### src/rtl/activation_column_pipe_if.sv
// activation_column_pipe_if: column stream bundle (input beat with mode/cap, output beat with framing).
// ACT_COLUMN_STATS_EN adds the zero_count sparsity output.
interface activation_column_pipe_if #(
   parameter int COLUMN_SIZE = 24,
   parameter int DATA_WIDTH = 16
);
   logic in_valid;
   logic in_ready;
   logic [COLUMN_SIZE-1:0][DATA_WIDTH-1:0] in_data;
   logic [1:0] mode;
   logic [DATA_WIDTH-1:0] cap;
   logic out_valid;
   logic out_ready;
   logic [COLUMN_SIZE-1:0][DATA_WIDTH-1:0] out_data;
   logic out_last;
`ifdef ACT_COLUMN_STATS_EN
   logic [$clog2(COLUMN_SIZE+1)-1:0] zero_count;
`endif
   modport master (
      output in_valid, in_data, mode, cap, out_ready,
      input in_ready, out_valid, out_data, out_last
`ifdef ACT_COLUMN_STATS_EN
      , zero_count
`endif
   );
   modport slave (
      input in_valid, in_data, mode, cap, out_ready,
      output in_ready, out_valid, out_data, out_last
`ifdef ACT_COLUMN_STATS_EN
      , zero_count
`endif
   );
endinterface

### src/rtl/activation_column_pipe.sv
// activation_column_pipe: 2-stage column activation (bypass/ReLU/leaky/clamp) with backpressure and framing.
// ACT_COLUMN_STATS_EN adds a registered per-beat zero_count.
module activation_column_pipe #(
   parameter int COLUMN_SIZE = 24,
   parameter int DATA_WIDTH = 16,
   parameter int LEAK_SHIFT = 3,
   parameter int FRAME_COLUMNS = 24
) (
   input logic clk,
   input logic rst,
   activation_column_pipe_if.slave bus
);
   localparam int CW = FRAME_COLUMNS > 1 ? $clog2(FRAME_COLUMNS) : 1;
   typedef logic [COLUMN_SIZE-1:0][DATA_WIDTH-1:0] col_t;
   logic [CW-1:0] cnt;
   logic cnt_last;
   logic s1_valid;
   logic s1_last;
   col_t s1_x;
   col_t s1_leak;
   logic [COLUMN_SIZE-1:0] s1_neg;
   logic [1:0] s1_mode;
   logic [DATA_WIDTH-1:0] s1_cap;
   col_t leak;
   col_t y;
   logic [COLUMN_SIZE-1:0] neg;
   logic s2_adv;
   logic in_fire;
   assign s2_adv = !bus.out_valid || bus.out_ready;
   assign bus.in_ready = !s1_valid || s2_adv;
   assign in_fire = bus.in_valid && bus.in_ready;
   assign cnt_last = cnt == CW'(FRAME_COLUMNS - 1);
   always_comb begin
      for (int i = 0; i < COLUMN_SIZE; i++) begin
         neg[i] = bus.in_data[i][DATA_WIDTH-1];
         leak[i] = $signed(bus.in_data[i]) >>> LEAK_SHIFT;
         y[i] = s1_mode == 2'd0 ? s1_x[i] :
                s1_neg[i] ? (s1_mode == 2'd2 ? s1_leak[i] : '0) :
                (s1_mode == 2'd3 && $signed(s1_x[i]) > $signed(s1_cap)) ? s1_cap : s1_x[i];
      end
   end
`ifdef ACT_COLUMN_STATS_EN
   localparam int ZW = $clog2(COLUMN_SIZE + 1);
   logic [ZW-1:0] zc;
   always_comb begin
      zc = '0;
      for (int i = 0; i < COLUMN_SIZE; i++) zc = zc + ZW'(y[i] == '0);
   end
   always_ff @(posedge clk) begin
      if (rst) bus.zero_count <= '0;
      else if (s2_adv && s1_valid) bus.zero_count <= zc;
   end
`endif
   always_ff @(posedge clk) begin
      if (rst) begin
         s1_valid <= 1'b0;
         cnt <= '0;
         bus.out_valid <= 1'b0;
         bus.out_data <= '0;
         bus.out_last <= 1'b0;
      end else begin
         if (bus.in_ready) s1_valid <= bus.in_valid;
         if (in_fire) begin
            s1_x <= bus.in_data;
            s1_leak <= leak;
            s1_neg <= neg;
            s1_mode <= bus.mode;
            s1_cap <= bus.cap[DATA_WIDTH-1] ? '0 : bus.cap;
            s1_last <= cnt_last;
            cnt <= cnt_last ? '0 : CW'(cnt + 1'b1);
         end
         if (s2_adv) bus.out_valid <= s1_valid;
         if (s2_adv && s1_valid) begin
            bus.out_data <= y;
            bus.out_last <= s1_last;
         end
      end
   end
endmodule

### src/flat_wrapper.sv
// flat-port wrapper written by rule: the top's interface ports become plain ports
module activation_column_pipe_flat 
#(
   parameter int COLUMN_SIZE = 24,
   parameter int DATA_WIDTH = 16,
   parameter int LEAK_SHIFT = 3,
   parameter int FRAME_COLUMNS = 24
)
  (clk, rst, bus_in_valid, bus_in_data, bus_mode, bus_cap, bus_out_ready, bus_in_ready, bus_out_valid, bus_out_data, bus_out_last);
  activation_column_pipe_if #(.COLUMN_SIZE(COLUMN_SIZE), .DATA_WIDTH(DATA_WIDTH)) bus_i ();
  input logic clk;
  input logic rst;
  input wire logic [$bits(bus_i.in_valid)-1:0] bus_in_valid;
  input wire logic [$bits(bus_i.in_data)-1:0] bus_in_data;
  input wire logic [$bits(bus_i.mode)-1:0] bus_mode;
  input wire logic [$bits(bus_i.cap)-1:0] bus_cap;
  input wire logic [$bits(bus_i.out_ready)-1:0] bus_out_ready;
  output wire logic [$bits(bus_i.in_ready)-1:0] bus_in_ready;
  output wire logic [$bits(bus_i.out_valid)-1:0] bus_out_valid;
  output wire logic [$bits(bus_i.out_data)-1:0] bus_out_data;
  output wire logic [$bits(bus_i.out_last)-1:0] bus_out_last;
  assign bus_i.in_valid = bus_in_valid;
  assign bus_i.in_data = bus_in_data;
  assign bus_i.mode = bus_mode;
  assign bus_i.cap = bus_cap;
  assign bus_i.out_ready = bus_out_ready;
  assign bus_in_ready = bus_i.in_ready;
  assign bus_out_valid = bus_i.out_valid;
  assign bus_out_data = bus_i.out_data;
  assign bus_out_last = bus_i.out_last;
  activation_column_pipe #(.COLUMN_SIZE(COLUMN_SIZE), .DATA_WIDTH(DATA_WIDTH), .LEAK_SHIFT(LEAK_SHIFT), .FRAME_COLUMNS(FRAME_COLUMNS)) u_core (.clk(clk), .rst(rst), .bus(bus_i));
endmodule
### config.mk
export PLATFORM = sky130hd
export DESIGN_NAME = activation_column_pipe_flat
export DESIGN_NICKNAME = d
export VERILOG_FILES = /design/src/rtl/activation_column_pipe_if.sv /design/src/rtl/activation_column_pipe.sv /design/src/flat_wrapper.sv
export SDC_FILE = /design/constraint.sdc
export NUM_CORES = 2
export LEC_CHECK = 0
export ABC_AREA = 1
export BUFFER_PORTS_ARGS = -buffer_cell sky130_fd_sc_hd__buf_2
export CORE_AREA = 2 2 313 315
export DETAILED_ROUTE_END_ITERATION = 16
export DIE_AREA = 0 0 315 317
export PLACE_DENSITY = 0.76
export SLEW_MARGIN = 20
export SYNTH_ARGS = -nofsm -noshare
export SYNTH_HDL_FRONTEND = slang
export SYNTH_SLANG_ARGS = --single-unit
export TNS_END_PERCENT = 10
### constraint.sdc
create_clock -name clk -period 21.1 [get_ports clk]
set_clock_uncertainty 0.15 [all_clocks]
set_input_delay 4.22 -clock clk [delete_from_list [all_inputs] [get_ports clk]]
set_output_delay 4.22 -clock clk [all_outputs]
set_load 0.02 [all_outputs]
==> flow_summary.ini <==
[cts]
holdBufCountCts = 0
cts.sinks = 794
cts_max_path_buffers = 3
cts_setup_buffers = 0
cts_resized = 0
cts_tree = built
worstSkewPairLatency_ps = 690
root_buffer = clkbuf_16
h-tree-depth = 3
clk_pin_slew_ps = 60
cts_buffers = 88

[sta]
setup_viol = 0
worst-slew-pin-transition_ps = 1170
fmax_mhz = 111
rsz0062_at_grt = no
relSlewSlack_pct = 22.3
post-route-min-period_ps = 9020
timing.final.crit_share_pct = 42.8
whs_ps = 311
fin_ws_ps = 12080
finalHoldViolCount = 0
setup_tns_ps = 0
report.final.slew_viol_count = 0

[hold_path]
holdPathStages = 2
hp-class = flop to flop

[placement]
io_buffers = 792
dp_hpwl_um = 116000
gp_congestion = 0.943
dp_worst_setup_slack_ps = 12080

[route]
first_pass_iters = 9
vias_per_cell = 5.87
ant_nets = 0
finalWirelength_um = 173000
wl_per_cell_um = 21.2
drt_iter0_drc = 6549
drc = 0
num_vias = 47994

[pwr]
power_mw = 3.98
combPwrFrac_pct = 14.9
switchingPower_mw = 1.13
vdd_drop_max_v = 0.0000712
powerDensity_nw_per_um2 = 73.2
internal_power_mw = 2.85
switching_share_pct = 28.5
power_frac_seq_pct = 44.3
pwr-share-clk_pct = 40.8
leakagePower_nw = 25.5

[worst_setup_path]
reg2reg_from = u_core.s1_mode[1]
reg2reg_slack_ps = 15460
critPathCapture = bus_in_ready
cp.arrival_ps = 4650
start_kind = input port
cp.required_ps = 16730
critPathCaptureType = primary output
r2r-end = u_core.bus.out_data[156]
cp_max_fo = 3
r2r.worst_path.cells = 9
critPathKind = input port to primary output
crit_start = bus_out_ready

[logic_synthesis]
seq_area_frac_synth_pct = 42.5
synth_nets = 7005
synthCells = 6238
synth-seq-cells = 794
yosysWarnings = 0
syn-cell-area_um2 = 46900
synth_cell_types = 34
synth.avg_cell_area_um2 = 7.51

[floorplanning]
fp-row-count = 114
initial_core_util_pct = 48.7
core_um2 = 96300
ios = 793
die_y_um = 317
die_area_um2 = 99900
die_w_um = 315

[grt]
grt_pass1_vias = 43479
grt_max_degree = 240
antenna_found_initial = 37
grt_overflow_total = 0
grt_use_total_pct = 33.0
grt_pass1_wl_um = 255000

[layout]
layout-drive-gt1-share_pct = 15.8
area.growth.synth_to_final_pct = 16.1
fin_nets = 7563

[run]
maxCapViolCount = 0

[run_status]
outcome = finished clean
## metal layers
| layer | vias up | part of all wire, % | routed length, um | global-route usage [%] |
|---|---|---|---|---|
| met2 | 2991 | 43 | 74700 | 49.0 |
| met3 | 669 | 12 | 21000 | 8.70 |
| li1 | 22196 | - | - | - |
| met4 | 12 | 7.4 | 12800 | 23.3 |
| met5 | - | 0.048 | 84 | 0 |
| met1 | 22126 | 37 | 64700 | 41.9 |
## through the flow
stage	utilization, %	area [um2]	std cells
2_1_floorplan	-	46900	6238
3_3_place_gp	53.3	51300	7982
3_5_place_dp	53.3	51300	7982
4_1_cts	56.4	54300	8147
5_1_grt	56.5	54400	8173
6_report	56.5	54400	8180
## worst min-delay path by stage
stage,to,from
detailed placement,u_core.bus.out_data[78],u_core.bus.out_data[78]
global placement,u_core.bus.out_data[274],u_core.bus.out_data[274]
global route,u_core.bus.out_data[295],u_core.bus.out_data[295]
floorplan,u_core.cnt[1],u_core.cnt[1]
CTS,u_core.bus.out_data[208],u_core.bus.out_data[208]
finish,u_core.bus.out_data[291],u_core.bus.out_data[291]
## placed cells by master (no fill, tap or decap), types with 18 or more instances in the layout
cell type,instances
buf_2,791
a21oi_1,1103
inv_1,513
clkbuf_1,26
diode_2,33
nand3_1,616
nand2_1,1783
o21ai_0,82
edfxtp_1,402
clkinv_2,21
ha_1,361
buf_4,40
inv_2,21
nand4_1,188
nor2_1,275
dfxtp_1,392
clkbuf_16,94
nand2_2,18
## layout make-up
| type | count | area [um2] |
|---|---|---|
| antenna | 33 | 82.6 |
| clock buffer | 132 | 2620 |
| clock inverter | 33 | 403 |
| fill | 8838 | 41800 |
| inverter | 555 | 2100 |
| multi-input combinational | 4521 | 23400 |
| sequential | 794 | 19900 |
| tap | 1276 | 1600 |
| timing repair buffer | 836 | 4350 |
## power by group through the flow
| stage | registers, mW | logic, mW | clock network [mW] |
|---|---|---|---|
| finish | 1.77 | 0.593 | 1.62 |
| global route | 1.77 | 0.656 | 1.69 |
| CTS | 1.76 | 0.582 | 1.64 |
| detailed placement | 1.79 | 0.579 | 0 |
| global placement | 1.79 | 0.564 | 0 |
| floorplan | 1.83 | 0.339 | 0 |
## logic make-up (layout without fill, tap and decap cells)
logic type               count (synthesis)  after routing  synth area share (%)
AND/OR/NAND/NOR                       2926           2926                  26.6
AO/OA/AOI/OAI                         1233           1233                  13.6
buffers and inverters                  923           1556                  7.68
flip-flops                             794            794                  42.5
adder cells (fa/ha/maj)                361            361                  9.64
XOR/XNOR                                 1              1                0.0187
other                                    0             33                     0
## synthesized netlist by cell type (all sizes together)
master  number  area (um2)
a211oi       2        15.0
a21o        11        82.6
a21oi     1120        5670
a31oi        5        97.6
and3         1        6.26
buf         83         447
clkbuf     285        1070
clkinv      10        38.8
dfxtp      392        7850
edfxtp     402       12100
ha         361        4520
inv        545        2050
nand2     1803        6820
nand3      627        3190
nand4      188        1180
nor2       292        1130
nor3        14         115
nor4         1        6.26
o21a        11        82.6
o21ai       82         410
o21bai       2        15.0
xor2         1        8.76
## flip-flops by register name, indices dropped and copies added, names as in the netlist
name	count
u_core.bus.out_last	1
u_core.s1_valid	1
u_core.bus.out_valid	1
u_core.s1_leak	288
u_core.s1_mode	2
u_core.cnt	5
u_core.bus.out_data	384
u_core.s1_neg	24
u_core.s1_cap	15
u_core.s1_last	1
u_core.s1_x	72
## critical path, cell delays in order
cell     delay, ps
buf_2           90
inv_1           60
nand3_1        100
buf_2          180
(Power assumes the default switching activity.)
